File: src/rtl/mem_router_pkg.sv
// mem_router_pkg: shared types and constants for the memory request router.
//   state_e   - router FSM state encoding
//   CH_*      - default channel indices for the three standard targets
package mem_router_pkg;

  typedef enum logic [1:0] {
    IDLE  = 2'd0,
    ISSUE = 2'd1,
    RESP  = 2'd2
  } state_e;

  localparam int CH_INSTR = 0;
  localparam int CH_MMR   = 1;
  localparam int CH_STACK = 2;

endpackage

File: src/rtl/mem_router_if.sv
// mem_router_if: bundle of the CPU-side request/response handshake and the
// flattened memory-side channel bus. Channel i occupies slice [i*W +: W].
//   master - the environment (CPU core plus memory targets)
//   slave  - the router itself
interface mem_router_if #(
  parameter int AW  = 12,
  parameter int DW  = 16,
  parameter int NCH = 3
);
  localparam int SW = $clog2(NCH);

  logic              req_valid;
  logic              req_ready;
  logic [SW-1:0]     req_sel;
  logic [AW-1:0]     req_addr;
  logic              req_we;
  logic [DW-1:0]     req_wdata;
  logic              rsp_valid;
  logic [DW-1:0]     rsp_rdata;
  logic              rsp_err;
  logic [NCH-1:0]    ch_valid;
  logic [NCH*AW-1:0] ch_addr;
  logic              ch_we;
  logic [DW-1:0]     ch_wdata;
  logic [NCH-1:0]    ch_ack;
  logic [NCH*DW-1:0] ch_rdata;

  modport master (
    output req_valid, req_sel, req_addr, req_we, req_wdata, ch_ack, ch_rdata,
    input  req_ready, rsp_valid, rsp_rdata, rsp_err,
           ch_valid, ch_addr, ch_we, ch_wdata
  );

  modport slave (
    input  req_valid, req_sel, req_addr, req_we, req_wdata, ch_ack, ch_rdata,
    output req_ready, rsp_valid, rsp_rdata, rsp_err,
           ch_valid, ch_addr, ch_we, ch_wdata
  );

endinterface

File: src/rtl/mem_router_wdt.sv
// mem_router_wdt: acknowledge timeout counter.
//   clk, rst_n - clock and async active-low reset
//   clear      - hold the count at zero
//   run        - count one waiting cycle
//   expire     - high in the last permitted waiting cycle (count==TIMEOUT-1)
module mem_router_wdt #(
  parameter int TIMEOUT = 15
) (
  input  logic clk,
  input  logic rst_n,
  input  logic clear,
  input  logic run,
  output logic expire
);
  localparam int CW = $clog2(TIMEOUT + 1);

  logic [CW-1:0] count;

  always_ff @(posedge clk or negedge rst_n) begin
    if (!rst_n) begin
      count <= '0;
    end else if (clear) begin
      count <= '0;
    end else if (run) begin
      count <= count + CW'(1);
    end
  end

  assign expire = run && (count == CW'(TIMEOUT - 1));

endmodule

File: src/rtl/mem_router.sv
// mem_router: forwards one CPU memory request to one of NCH channels, waits
// for that channel's ack (bounded by TIMEOUT cycles) and returns a single
// one-cycle response with read data or an error flag.
//   clk, rst_n - clock and async active-low reset
//   bus        - request/response handshake and channel bus (slave view)
//
// state | meaning
// IDLE  | ready for a request; all channel outputs quiet
// ISSUE | driving the selected channel, waiting for its ack or timeout
// RESP  | one-cycle response strobe, then back to IDLE
module mem_router
  import mem_router_pkg::*;
#(
  parameter int AW      = 12,
  parameter int DW      = 16,
  parameter int NCH     = 3,
  parameter int TIMEOUT = 15
) (
  input  logic       clk,
  input  logic       rst_n,
  mem_router_if.slave bus
);
  localparam int SW = $clog2(NCH);

  localparam logic [1:0] ST_IDLE  = IDLE;
  localparam logic [1:0] ST_ISSUE = ISSUE;
  localparam logic [1:0] ST_RESP  = RESP;

  logic [1:0]     state;
  logic [SW-1:0]  sel_q;
  logic [AW-1:0]  addr_q;
  logic           we_q;
  logic [DW-1:0]  wdata_q;
  logic [DW-1:0]  rdata_q;
  logic           err_q;

  logic           issue;
  logic [NCH-1:0] ch_hit;
  logic           ack_hit;
  logic [DW-1:0]  rdata_mux;
  logic           expire;

  assign issue = (state == ST_ISSUE);

  // Channel decode is driven only from registered state, so no input
  // reaches an output combinationally.
  for (genvar i = 0; i < NCH; i++) begin : g_ch
    localparam logic [SW-1:0] IDX = SW'(i);
    assign ch_hit[i] = issue && (sel_q == IDX);
    assign bus.ch_addr[i*AW +: AW] = ch_hit[i] ? addr_q : '0;
  end

  // Masking with ch_hit makes acks from unselected channels irrelevant.
  assign ack_hit = |(bus.ch_ack & ch_hit);

  always_comb begin
    rdata_mux = '0;
    for (int i = 0; i < NCH; i++) begin
      if (ch_hit[i]) rdata_mux = rdata_mux | bus.ch_rdata[i*DW +: DW];
    end
  end

  mem_router_wdt #(.TIMEOUT(TIMEOUT)) u_wdt (
    .clk    (clk),
    .rst_n  (rst_n),
    .clear  (!issue),
    .run    (issue && !ack_hit),
    .expire (expire)
  );

  always_ff @(posedge clk or negedge rst_n) begin
    if (!rst_n) begin
      state   <= ST_IDLE;
      sel_q   <= '0;
      addr_q  <= '0;
      we_q    <= 1'b0;
      wdata_q <= '0;
      rdata_q <= '0;
      err_q   <= 1'b0;
    end else begin
      case (state)
        ST_IDLE: begin
          if (bus.req_valid) begin
            sel_q   <= bus.req_sel;
            addr_q  <= bus.req_addr;
            we_q    <= bus.req_we;
            wdata_q <= bus.req_wdata;
            rdata_q <= '0;
            if (int'(bus.req_sel) < NCH) begin
              err_q <= 1'b0;
              state <= ST_ISSUE;
            end else begin
              err_q <= 1'b1;
              state <= ST_RESP;
            end
          end
        end
        ST_ISSUE: begin
          // An ack in the expiry cycle takes priority over the timeout.
          if (ack_hit) begin
            rdata_q <= we_q ? '0 : rdata_mux;
            err_q   <= 1'b0;
            state   <= ST_RESP;
          end else if (expire) begin
            rdata_q <= '0;
            err_q   <= 1'b1;
            state   <= ST_RESP;
          end
        end
        ST_RESP: state <= ST_IDLE;
        default: state <= ST_IDLE;
      endcase
    end
  end

  assign bus.req_ready = (state == ST_IDLE);
  assign bus.rsp_valid = (state == ST_RESP);
  assign bus.rsp_rdata = bus.rsp_valid ? rdata_q : '0;
  assign bus.rsp_err   = bus.rsp_valid && err_q;
  assign bus.ch_valid  = ch_hit;
  assign bus.ch_we     = issue && we_q;
  assign bus.ch_wdata  = issue ? wdata_q : '0;

endmodule

File: src/flat_wrapper.sv
// flat-port wrapper written by rule: the top's interface ports become plain ports
module mem_router_flat import mem_router_pkg::*;
#(
  parameter int AW      = 12,
  parameter int DW      = 16,
  parameter int NCH     = 3,
  parameter int TIMEOUT = 15
)
  (clk, rst_n, bus_req_valid, bus_req_sel, bus_req_addr, bus_req_we, bus_req_wdata, bus_ch_ack, bus_ch_rdata, bus_req_ready, bus_rsp_valid, bus_rsp_rdata, bus_rsp_err, bus_ch_valid, bus_ch_addr, bus_ch_we, bus_ch_wdata);
  mem_router_if #(.AW(AW), .DW(DW), .NCH(NCH)) bus_i ();
  input  logic clk;
  input  logic rst_n;
  input wire logic [$bits(bus_i.req_valid)-1:0] bus_req_valid;
  input wire logic [$bits(bus_i.req_sel)-1:0] bus_req_sel;
  input wire logic [$bits(bus_i.req_addr)-1:0] bus_req_addr;
  input wire logic [$bits(bus_i.req_we)-1:0] bus_req_we;
  input wire logic [$bits(bus_i.req_wdata)-1:0] bus_req_wdata;
  input wire logic [$bits(bus_i.ch_ack)-1:0] bus_ch_ack;
  input wire logic [$bits(bus_i.ch_rdata)-1:0] bus_ch_rdata;
  output wire logic [$bits(bus_i.req_ready)-1:0] bus_req_ready;
  output wire logic [$bits(bus_i.rsp_valid)-1:0] bus_rsp_valid;
  output wire logic [$bits(bus_i.rsp_rdata)-1:0] bus_rsp_rdata;
  output wire logic [$bits(bus_i.rsp_err)-1:0] bus_rsp_err;
  output wire logic [$bits(bus_i.ch_valid)-1:0] bus_ch_valid;
  output wire logic [$bits(bus_i.ch_addr)-1:0] bus_ch_addr;
  output wire logic [$bits(bus_i.ch_we)-1:0] bus_ch_we;
  output wire logic [$bits(bus_i.ch_wdata)-1:0] bus_ch_wdata;
  assign bus_i.req_valid = bus_req_valid;
  assign bus_i.req_sel = bus_req_sel;
  assign bus_i.req_addr = bus_req_addr;
  assign bus_i.req_we = bus_req_we;
  assign bus_i.req_wdata = bus_req_wdata;
  assign bus_i.ch_ack = bus_ch_ack;
  assign bus_i.ch_rdata = bus_ch_rdata;
  assign bus_req_ready = bus_i.req_ready;
  assign bus_rsp_valid = bus_i.rsp_valid;
  assign bus_rsp_rdata = bus_i.rsp_rdata;
  assign bus_rsp_err = bus_i.rsp_err;
  assign bus_ch_valid = bus_i.ch_valid;
  assign bus_ch_addr = bus_i.ch_addr;
  assign bus_ch_we = bus_i.ch_we;
  assign bus_ch_wdata = bus_i.ch_wdata;
  mem_router #(.AW(AW), .DW(DW), .NCH(NCH), .TIMEOUT(TIMEOUT)) u_core (.clk(clk), .rst_n(rst_n), .bus(bus_i));
endmodule
File: config.mk
export PLATFORM = sky130hd
export DESIGN_NAME = mem_router_flat
export DESIGN_NICKNAME = d
export VERILOG_FILES = /design/src/rtl/mem_router_pkg.sv /design/src/rtl/mem_router_if.sv /design/src/rtl/mem_router_wdt.sv /design/src/rtl/mem_router.sv /design/src/flat_wrapper.sv
export SDC_FILE = /design/constraint.sdc
export NUM_CORES = 1
export LEC_CHECK = 0
export ABC_AREA = 1
export ABC_CLOCK_PERIOD_IN_PS = 1350
export BUFFER_PORTS_ARGS = -buffer_cell sky130_fd_sc_hd__buf_4
export CAP_MARGIN = 20
export CORE_MARGIN = 2
export CORE_UTILIZATION = 41
export DETAILED_ROUTE_END_ITERATION = 8
export HOLD_SLACK_MARGIN = 0.08
export PLACE_DENSITY = 0.75
export SYNTH_ARGS = -nofsm -noshare
export SYNTH_HDL_FRONTEND = slang
export SYNTH_SLANG_ARGS = --single-unit
export TNS_END_PERCENT = 30
File: constraint.sdc
create_clock -name clk -period 1.35 [get_ports clk]
set_clock_uncertainty 0.1 [all_clocks]
set_input_delay 0.2025 -clock clk [delete_from_list [all_inputs] [get_ports clk]]
set_output_delay 0.2025 -clock clk [all_outputs]
set_load 0.01 [all_outputs]
==> run metrics, run 1 <==
Clk Latency, worst-skew pair 0.31 ns; fin crit share 135%; First-pass DRT Iterations 4; EDFF count, synth 0; antenna-violating nets left 0; Synth Area in Simple Gates 38.2%; DR WL/cell 13.6 microns; Clock H-tree levels 2; yosys warns 0; top-count cell post-synth nor2_1; xor/xnor share of the synthesized area 0%; CTS tree done; final setup TNS -40.91 ns; asr flop ratio synth 100%; Congestion Overflow GR 0; total track usage 24.1%; GR Layer Usage met2 44.1%; worst path arrival time 1.52 ns; outcome finished, violations left; worst slew pin tran 0.350 ns; post-layout net count 732; Max VDD drop 1.01 mV; initial antenna violation count 0; Multi-input gate area 0.00167 sq mm; syn nets 509; largest area contributor in the netlist dfrtp_1; Finish-stage setup viols 129; CP Class flip-flop to output port; Layout fillers 476; DRC errors left 0; met1 GRT Util 27.7%; CTS buffer count 5; Syn Inst Count 422; pre-CTS WS -0.286 ns; Seq/Total Area, Yosys 44.4%; Synth cell types 21; first-pass GRT wire length 16100 microns; Min Hold Slack 0.104 ns; Worst Path Max Fanout 5; Netlist Area Pre-Place 0.00304 sq mm; Design Power 0.00920 W; die width 90.1 microns; detailed-route via count 3529; f_max 550 MHz; unrepaired setup endpoints after global routing yes; Yosys reg bits 54; clk root buf clkbuf_8; Max-Cap Viols 0; failing checks negative setup slack; leakage 2.93 nW; area delta synth->final 83.7%; diode count 0; endpoint class of the critical path output port; share of the synthesized area in the top cell type 44.4%; Post-DP Area 0.00465 sq mm; compound-gate portion of the synthesized area 5.76%; I/O pins 160; Starting Density 42.1%; dpl hpwl 6760 microns; total routed wirelength 10200 microns; FF/Latch Area 0.00135 sq mm; post-route minimum period 1.82 ns; Synth top cells by count nor2_1 (111), nand2_1 (91), dfrtp_1 (54); Core ar. 0.00721 sq mm; Required @ worst endpoint 1.05 ns; largest net degree at the start of global routing 64; GRT busiest layer met2; mux contribution to synthesized area 0%; CTS Sinks 54; met3 GRT Util 4.53%; final instance area 0.00559 sq mm; Die Ht 90.1 microns; gpl congestion 0.827; Worst setup SP type flip-flop; layout cells sized above 1 49.1%; Buffers on Ports 159; Rel. slew slack 76.7%; clock buffer depth 2; Reg clk slew, reported paths 0.09 ns; die area 0.00812 sq mm; hold crit path type input port to flip-flop; DR vias/cell 4.74; number of global-route vias before repair 3440; top_reg_cell synth dfrtp_1; Pwr Density 1650 mW/mm^2; syn_area_per_cell 7.20 sq um; Slew Viols, Final 0; row count 31; top cells by area, synth dfrtp_1 (44%), nor2_1 (14%), nand2_1 (11%); largest family of logic cells by synthesized area simple AND/OR/NAND/NOR gates; Adder-Cell Fraction of Synth Area 0.823%; Iter 0 DRT Violations 129; Final Hold Fails 0; setup ws final -0.468 ns
-- flip-flops by register name, indices dropped and copies added (netlist names) --
signal	count
u_core.u_wdt.count	4
u_core.state	2
u_core.we_q	1
u_core.err_q	1
u_core.rdata_q	16
u_core.sel_q	2
u_core.wdata_q	16
u_core.addr_q	12
-- where the power goes --
group / internal [W] / total (W) / leakage [nW] / switching [W]
registers: 0.00216 / 0.00239 / 0.651 / 0.000237
clock network: 0.000547 / 0.00108 / 0.0579 / 0.000534
logic: 0.00253 / 0.00572 / 2.22 / 0.00319
-- metrics by stage --
step	util, %	std cells
2_1_floorplan	-	422
3_3_place_gp	64.4	695
3_5_place_dp	64.4	695
4_1_cts	74.3	743
5_1_grt	77.4	745
6_report	77.4	745
-- cell usage in the layout (no fill, tap or decap), types with 2 or more instances in the layout --
cell type / Yosys / routed
nor2_2: 1 / 44
nand3_1: 21 / 19
dlygate4sd3_1: 0 / 32
nand3_2: 1 / 3
dfrtp_1: 54 / 53
o21ai_0: 3 / 3
ha_1: 2 / 2
nand2_8: 0 / 3
buf_8: 0 / 3
nand3_4: 3 / 3
inv_1: 52 / 49
nand2_2: 14 / 11
buf_12: 1 / 10
a21oi_1: 32 / 31
nor2_4: 2 / 21
buf_4: 3 / 163
nor2_1: 111 / 49
nand2_4: 10 / 11
inv_2: 6 / 6
clkinv_2: 0 / 3
buf_6: 2 / 24
nand2_1: 91 / 90
clkbuf_8: 0 / 5
-- worst max-delay path, cell delays in order, from the launching register on --
cell,delay [ns]
dfrtp_1,0.43
buf_6,0.14
nor2_4,0.16
nand2_8,0.09
clkbuf_16,0.18
nor2_4,0.10
buf_6,0.11
-- kinds of logic (layout without fill, tap and decap cells) --
kind of cell               count (synthesis)  count (layout)
buffers and inverters                     76             300
DFF                                       54              54
adders and majority gates                  2               2
and+or+nand+nor                          255             255
AOI/OAI and AO/OA                         35              35
-- worst paths after layout --
path / startpoint / end / slack [ns] / cells after the start
setup / recovery: u_core.sel_q[0] / bus_ch_addr[27] / -0.47 / 6
hold / removal: bus_ch_rdata[23] / u_core.rdata_q[7] / 0.10 / 5
setup reg to reg: u_core.state[0] / u_core.rdata_q[0] / -0.33 / 11
min in group asynchronous: rst_n / u_core.wdata_q[7] / 0.24 / 2
max in group asynchronous: rst_n / u_core.err_q / 0.43 / 3
hold reg to reg: u_core.rdata_q[4] / u_core.rdata_q[4] / 0.38 / 2
-- repair_timing --
action,4_1_cts,5_1_grt
pin swaps,5,3
buffers inserted,8,1
cloned,0,1
resized for setup,69,47
hold endpoints to repair,85,0
setup endpoints to repair,129,129
hold buffers,32,0
-- layout make-up --
| cell class | instances | share of cell area, % |
|---|---|---|
| tap | 99 | 2.22 |
| sequential | 54 | 24.2 |
| multi-input combinational | 292 | 30.0 |
| clock buffer | 5 | 1.23 |
| inverter | 59 | 4.34 |
| clock inverter | 3 | 0.717 |
| timing repair buffer | 233 | 37.3 |
-- routing by layer --
| metal | vias to the layer above | part of all wire, % |
|---|---|---|
| li1 | 1708 | - |
| met1 | 1694 | 37 |
| met5 | - | 0 |
| met4 | 0 | 2.5 |
| met2 | 108 | 56 |
| met3 | 19 | 4.7 |
No activity file was read; power rests on OpenSTA's default activity.
==> run 2: changes to the inputs <==
Settings changed: BUFFER_PORTS_ARGS -buffer_cell sky130_fd_sc_hd__buf_4 to not set, CORE_UTILIZATION 41 to 45, DONT_BUFFER_PORTS set to 1, PLACE_DENSITY 0.75 to 0.6, SYNTH_HIERARCHICAL set to 1.
==> run 2 against run 1 <==
The flow finishes with violations (negative hold slack, negative setup slack). Largest power group unchanged. Sequential power about the same. Setup slack better by 0.040 ns. Sequential cell count unchanged. Highest routed layer unchanged.
==> run metrics, run 2 <==
Synth cell types 20 (was 21); worst path cell trace inv_2 -> nor2_4 -> buf_4 -> nand2_2 -> clkinv_2 -> buf_12 -> buf_4 (was buf_6 -> nor2_4 -> nand2_8 -> clkbuf_16 -> nor2_4 -> buf_6); syn nets 515 (was 509); max incr delay on CP 0.45 ns (was 0.43 ns); Required @ worst endpoint 1.05 ns (about the same); # hold bufs at CTS 79 (was 32); detailed-route via count 3143 (was 3529); EDFF count, synth 0 (unchanged); Max-Cap Viols 0 (unchanged); dpl hpwl 5080 microns (was 6760 microns); Worst R2R Start u_core/state[1] (was u_core.state[0]); layout cells sized above 1 29.8% (was 49.1%); die area 0.00713 sq mm (was 0.00812 sq mm); DR vias/cell 5.09 (was 4.74); setup slack, reg-to-reg -0.40 ns (was -0.33 ns); Synth top cells by count nand2_1 (115), nor2_1 (111), inv_1 (56) (was nor2_1 (111), nand2_1 (91), dfrtp_1 (54)); largest area contributor in the netlist dfrtp_1 (unchanged); final instance area 0.00488 sq mm (was 0.00559 sq mm); Worst path slowest cell dfrtp_1 (unchanged); Min Hold Slack -0.515 ns (was 0.104 ns); hold crit path type input port to asynchronous set/reset pin (was input port to flip-flop); outcome finished, violations left (unchanged); Reg clk slew, reported paths 0.09 ns (about the same); Clk pwr share 10.0% (was 11.8%); commonest non-fill, non-tap cell in the layout nand2_1 (was buf_4); sequential share of power 28.0% (was 26.0%); Final Hold Fails 54 (was 0); number of global-route vias before repair 3115 (was 3440); Worst Path Max Fanout 7 (was 5); initial antenna violation count 0 (unchanged); setup ws final -0.428 ns (was -0.468 ns); gpl congestion 0.782 (was 0.827); First-pass DRT Iterations 4 (unchanged); Slew Viols, Final 0 (unchanged); Clk Latency, worst-skew pair 0.30 ns (was 0.31 ns); Inst Count DP 521 (was 695); Syn Inst Count 428 (was 422); top_reg_cell synth dfrtp_1 (unchanged); total track usage 25.5% (was 24.1%); Top Registers u_core/rdata_q (16), u_core/wdata_q (16), u_core/addr_q (12) (was u_core.rdata_q (16), u_core.wdata_q (16), u_core.addr_q (12)); Congestion Overflow GR 0 (unchanged); Switching Fraction 47.5% (was 43.1%); f_max 562 MHz (was 550 MHz); first-pass GRT wire length 14500 microns (was 16100 microns); DRC errors left 0 (unchanged); Pwr Density 1740 mW/mm^2 (was 1650 mW/mm^2); endpoint class of the critical path output port (unchanged); Max VDD drop 1.29 mV (was 1.01 mV); Clock H-tree levels 2 (unchanged); row count 29 (was 31); clk root buf clkbuf_8 (unchanged); share of the synthesized area in the top cell type 46.4% (was 44.4%); final setup TNS -36.90 ns (was -40.91 ns); Worst setup SP type flip-flop (unchanged); total routed wirelength 9490 microns (was 10200 microns); leakage 2.26 nW (was 2.93 nW); Post-DP Area 0.00331 sq mm (was 0.00465 sq mm); combinational power share 62.0% (was 62.2%); Seq/Total Area, Yosys 46.4% (was 44.4%); fin crit share 132% (was 135%); top cells by area, synth dfrtp_1 (46%), nand2_1 (15%), nor2_1 (14%) (was dfrtp_1 (44%), nor2_1 (14%), nand2_1 (11%)); commonest cells after routing, fill and taps aside nand2_1 (96), dlygate4sd3_1 (79), nor2_4 (64) (was buf_4 (163), nand2_1 (90), dfrtp_1 (53)); worst slew pin tran 0.282 ns (was 0.350 ns); CTS tree done (unchanged); die width 84.4 microns (was 90.1 microns); Finish-stage setup viols 129 (unchanged); syn_area_per_cell 6.80 sq um (was 7.20 sq um); non-filler cells, final 617 (was 745); Starting Density 46.1% (was 42.1%); post-layout net count 627 (was 732); yosys warns 6 (was 0); area delta synth->final 67.5% (was 83.7%); Design Power 0.00847 W (was 0.00920 W); Netlist Area Pre-Place 0.00291 sq mm (was 0.00304 sq mm); CP Class flip-flop to output port (unchanged); Buffers on Ports 0 (was 159); diode count 0 (unchanged); CP top delay family buffers and inverters (was flip-flops); CTS buffer count 5 (unchanged); Die Ht 84.4 microns (was 90.1 microns); largest net degree at the start of global routing 55 (was 64); Rel. slew slack 81.1% (was 76.7%); R2R cell count 11 (unchanged); pre-CTS WS -0.310 ns (was -0.286 ns); post-route minimum period 1.78 ns (was 1.82 ns); CTS Sinks 54 (unchanged); I/O pins 160 (unchanged); antenna-violating nets left 0 (unchanged); Core ar. 0.00631 sq mm (was 0.00721 sq mm); asr flop ratio synth 100% (unchanged); Iter 0 DRT Violations 159 (was 129); Yosys reg bits 54 (unchanged); DR WL/cell 15.4 microns (was 13.6 microns); Buf/Inv on CP 5 (was 3); top-count cell post-synth nand2_1 (was nor2_1); worst path arrival time 1.48 ns (was 1.52 ns); clock buffer depth 2 (unchanged); NetSw 0.00403 W (was 0.00396 W); Internal 0.00445 W (was 0.00523 W); RR Endpoint u_core/err_q (was u_core.rdata_q[0]); cell mode on critical path buf_4; unrepaired setup endpoints after global routing yes (unchanged); failing checks negative hold slack, negative setup slack (was negative setup slack)
[run 2: cell types whose count changed after synthesis, moves of 3 or more]
cell / previous run / this run
nand2_1: 91 / 115
nand2_4: 10 / 1
nand3_4: 3 / 0
inv_1: 52 / 56
nand2_2: 14 / 0
[run 2: worst max-delay path by stage]
stage | to | cells after the start | slack (ns) | from
after CTS | bus_ch_valid[1] | 7 | -0.41 | u_core/sel_q[0]
after global placement | u_core/rdata_q[9] | 11 | -0.23 | u_core/sel_q[1]
after detailed placement | u_core/rdata_q[0] | 11 | -0.31 | u_core/state[1]
after floorplan | u_core/err_q | 13 | -0.28 | u_core/state[0]
after global routing | u_core/rdata_q[5] | 12 | -0.51 | u_core/state[1]
final | bus_ch_valid[1] | 7 | -0.43 | u_core/sel_q[0]
[run 2: worst register-to-register path: cells and delay by family (launching register included)]
family	cells	cell delay (ns)
simple gates	8	0.82
flops	1	0.44
buf+inv	3	0.31
[run 2: cells by family after synthesis]
kind of cell             count (synthesis)  synth area share, %
buffers and inverters                   80                 11.3
AND/OR/NAND/NOR                        255                 35.1
flip-flops                              54                 46.4
AO/OA/AOI/OAI                           37                 6.36
adder cells (fa/ha/maj)                  2                0.859
[run 2: cell type report]
class,instances,area [sq um]
clock buffer,7,76.3
fill,395,1440
inverter,63,249
multi-input combinational,296,1860
sequential,54,1350
tap,77,96.3
timing repair buffer,120,1240
[run 2: stage by stage]
stage                     hold slack, ns  util, %
after CTS                         -0.520     73.3
after detailed placement          -0.192     52.4
final                             -0.515     77.2
after floorplan                   -0.193        -
after global placement            -0.192     52.4
after global routing              -0.541     77.2
[run 2: routing by layer]
| layer | global-route usage, % | part of all wire [%] |
|---|---|---|
| met1 | 29.1 | 37 |
| met2 | 44.4 | 54 |
| met3 | 5.90 | 5.5 |
| met4 | 14.0 | 3.8 |
| met5 | 0 | 0 |
[run 2: power groups by stage]
stage          clock [W]  sequential [W]  combinational, W
6_report        0.000849         0.00237           0.00525
5_1_grt         0.000951         0.00242           0.00569
4_1_cts         0.000870         0.00233           0.00459
3_5_place_dp           0         0.00236           0.00351
3_3_place_gp           0         0.00234           0.00342
2_1_floorplan          0         0.00232           0.00253
[run 2: what timing repair did]
| item | 4_1_cts | 5_1_grt |
|---|---|---|
| hold endpoints to repair | 102 | 54 |
| gates cloned | 0 | 3 |
| setup endpoints to repair | 128 | 129 |
| pin swaps | 2 | 11 |
| setup buffers | 4 | 3 |
| gates resized for setup | 122 | 45 |
==> run 3: changes to the inputs <==
Settings changed: CORE_ASPECT_RATIO set to 0.8, REMOVE_ABC_BUFFERS set to 1, SKIP_LAST_GASP set to 1.
==> run 3 against run 2 <==
The flow still finishes with violations (negative hold slack, negative setup slack). Register-to-register slack worse by 0.02 ns. Design area shrank 3.2%. First-iteration DRC count decreased by 9.4%. Die area barely moved. Cell count is 3.4% higher. Global-route usage shrank 0.78 points. Combinational power is 13% lower. Via count up 0.64%.
==> run metrics, run 3 (synthesized netlist as in run 2, its figures left out) <==
Buf/Inv on CP 3 (was 5); setup ws final -0.444 ns (was -0.428 ns); commonest non-fill, non-tap cell in the layout nand2_1 (unchanged); CTS tree done (unchanged); max incr delay on CP 0.43 ns (was 0.45 ns); Switching Fraction 43.9% (was 47.5%); commonest cells after routing, fill and taps aside nand2_1 (110), dlygate4sd3_1 (79), nor2_1 (60) (was nand2_1 (96), dlygate4sd3_1 (79), nor2_4 (64)); Top Registers u_core/rdata_q (16), u_core/wdata_q (16), u_core/addr_q (12) (unchanged); dpl hpwl 4940 microns (was 5080 microns); Final Hold Fails 54 (unchanged); antenna-violating nets left 0 (unchanged); Layout fillers 444 (was 395); sequential share of power 28.4% (was 28.0%); total routed wirelength 8950 microns (was 9490 microns); CTS buffer count 5 (unchanged); endpoint class of the critical path output port (unchanged); DR vias/cell 4.96 (was 5.09); number of global-route vias before repair 3093 (was 3115); hold crit path type input port to asynchronous set/reset pin (unchanged); setup slack, reg-to-reg -0.42 ns (was -0.40 ns); detailed-route via count 3163 (was 3143); Required @ worst endpoint 1.05 ns (about the same); Clock H-tree levels 2 (unchanged); CP top delay family buffers and inverters (unchanged); outcome finished, violations left (unchanged); worst path arrival time 1.49 ns (was 1.48 ns); Starting Density 46.1% (about the same); f_max 557 MHz (was 562 MHz); Internal 0.00461 W (was 0.00445 W); leakage 2.30 nW (was 2.26 nW); Worst R2R Start u_core/state[0] (was u_core/state[1]); layout cells sized above 1 24.5% (was 29.8%); unrepaired setup endpoints after global routing yes (unchanged); Slew Viols, Final 0 (unchanged); Iter 0 DRT Violations 144 (was 159); NetSw 0.00361 W (was 0.00403 W); largest net degree at the start of global routing 64 (was 55); Clk Latency, worst-skew pair 0.30 ns (about the same); die width 93.9 microns (was 84.4 microns); Die Ht 75.9 microns (was 84.4 microns); worst slew pin tran 0.379 ns (was 0.282 ns); Min Hold Slack -0.519 ns (was -0.515 ns); DR WL/cell 14.0 microns (was 15.4 microns); Finish-stage setup viols 129 (unchanged); Pwr Density 1740 mW/mm^2 (about the same); first-pass GRT wire length 14100 microns (was 14500 microns); RR Endpoint u_core/rdata_q[12] (was u_core/err_q); diode count 0 (unchanged); Max-Cap Viols 0 (unchanged); area delta synth->final 62.2% (was 67.5%); Congestion Overflow GR 0 (unchanged); combinational power share 55.5% (was 62.0%); DRC errors left 0 (unchanged); CP Class flip-flop to output port (unchanged); Buffers on Ports 0 (unchanged); fin crit share 133% (was 132%); FF/Latch Area 0.00135 sq mm (about the same); row count 26 (was 29); Design Power 0.00821 W (was 0.00847 W); Worst Path Max Fanout 17 (was 7); clock buffer depth 2 (unchanged); Rel. slew slack 74.7% (was 81.1%); gpl congestion 0.778 (was 0.782); total track usage 24.8% (was 25.5%); Worst path slowest cell dfrtp_1 (unchanged); worst path cell trace nor2_4 -> buf_4 -> clkinvlp_4 -> buf_12 -> nor2_2 (was inv_2 -> nor2_4 -> buf_4 -> nand2_2 -> clkinv_2 -> buf_12 -> buf_4); Max VDD drop 1.13 mV (was 1.29 mV); pre-CTS WS -0.317 ns (was -0.310 ns); CTS Sinks 54 (unchanged); die area 0.00713 sq mm (about the same); Worst setup SP type flip-flop (unchanged); failing checks negative hold slack, negative setup slack (unchanged); Multi-input gate area 0.00159 sq mm (was 0.00186 sq mm); First-pass DRT Iterations 4 (unchanged); clk root buf clkbuf_8 (unchanged); R2R cell count 13 (was 11); Clk pwr share 16.1% (was 10.0%); post-route minimum period 1.79 ns (was 1.78 ns); initial antenna violation count 0 (unchanged); # hold bufs at CTS 79 (unchanged); fin util 74.8% (was 77.2%); I/O pins 160 (unchanged); Core ar. 0.00631 sq mm (about the same); Reg clk slew, reported paths 0.09 ns (about the same); post-layout net count 640 (was 627)
## run 3: cell count changes in the layout (fill, tap and decap cells not counted), sizes merged
| cell | previous run | this run |
|---|---|---|
| buf | 40 | 54 |
| bufinv | 0 | 2 |
| clkbuf | 8 | 6 |
## run 3: worst max-delay path by stage
stage	startpoint	endpoint	slack (ns)	cells after the start
finish	u_core/state[1]	bus_ch_wdata[13]	-0.44	5
CTS	u_core/state[1]	bus_ch_valid[0]	-0.42	6
global route	u_core/state[0]	u_core/u_wdt/count[3]	-0.55	13
detailed placement	u_core/sel_q[0]	u_core/rdata_q[13]	-0.32	10
floorplan	u_core/state[1]	u_core/addr_q[0]	-0.68	4
global placement	u_core/sel_q[0]	u_core/rdata_q[8]	-0.30	10
## run 3: final cells by class
class,instances,share of cell area [%]
Multi-Input combinational cell,296,33.8
Sequential cell,54,28.6
Timing Repair Buffer,133,27.2
Inverter,63,5.22
Tap cell,84,2.23
Clock buffer,6,1.75
Clock inverter,2,1.27
## run 3: stage by stage
step	cells	setup TNS [ns]	instance area, sq um	hold slack, ns
6_report	638	-37.52	4720	-0.519
3_3_place_gp	545	-15.55	3360	-0.192
4_1_cts	633	-36.57	4540	-0.534
2_1_floorplan	411	-31.44	2820	-0.193
3_5_place_dp	545	-16.78	3360	-0.192
5_1_grt	638	-50.95	4720	-0.544
## run 3: power groups by stage
stage	clock (W)	combinational (W)	sequential (W)
final	0.00132	0.00456	0.00234
after global routing	0.00141	0.00498	0.00240
after global placement	0	0.00320	0.00234
after floorplan	0	0.00209	0.00232
after CTS	0.00135	0.00399	0.00233
after detailed placement	0	0.00325	0.00236
## run 3: routing by layer
metal  vias to the layer above  track usage [%]  wire length, microns
met2                       129             41.4                  4460
li1                       1531                -                     -
met4                         0             10.0                   282
met3                        31             5.07                   518
met5                         -                0                     0
met1                      1472             31.3                  3690
## run 3: what timing repair did
action	4_1_cts	5_1_grt
hold endpoints to repair	102	54
pin swaps	3	3
gates resized for setup	73	32
endpoints found under the setup margin	117	129
buffers inserted	1	3
gates cloned	0	2
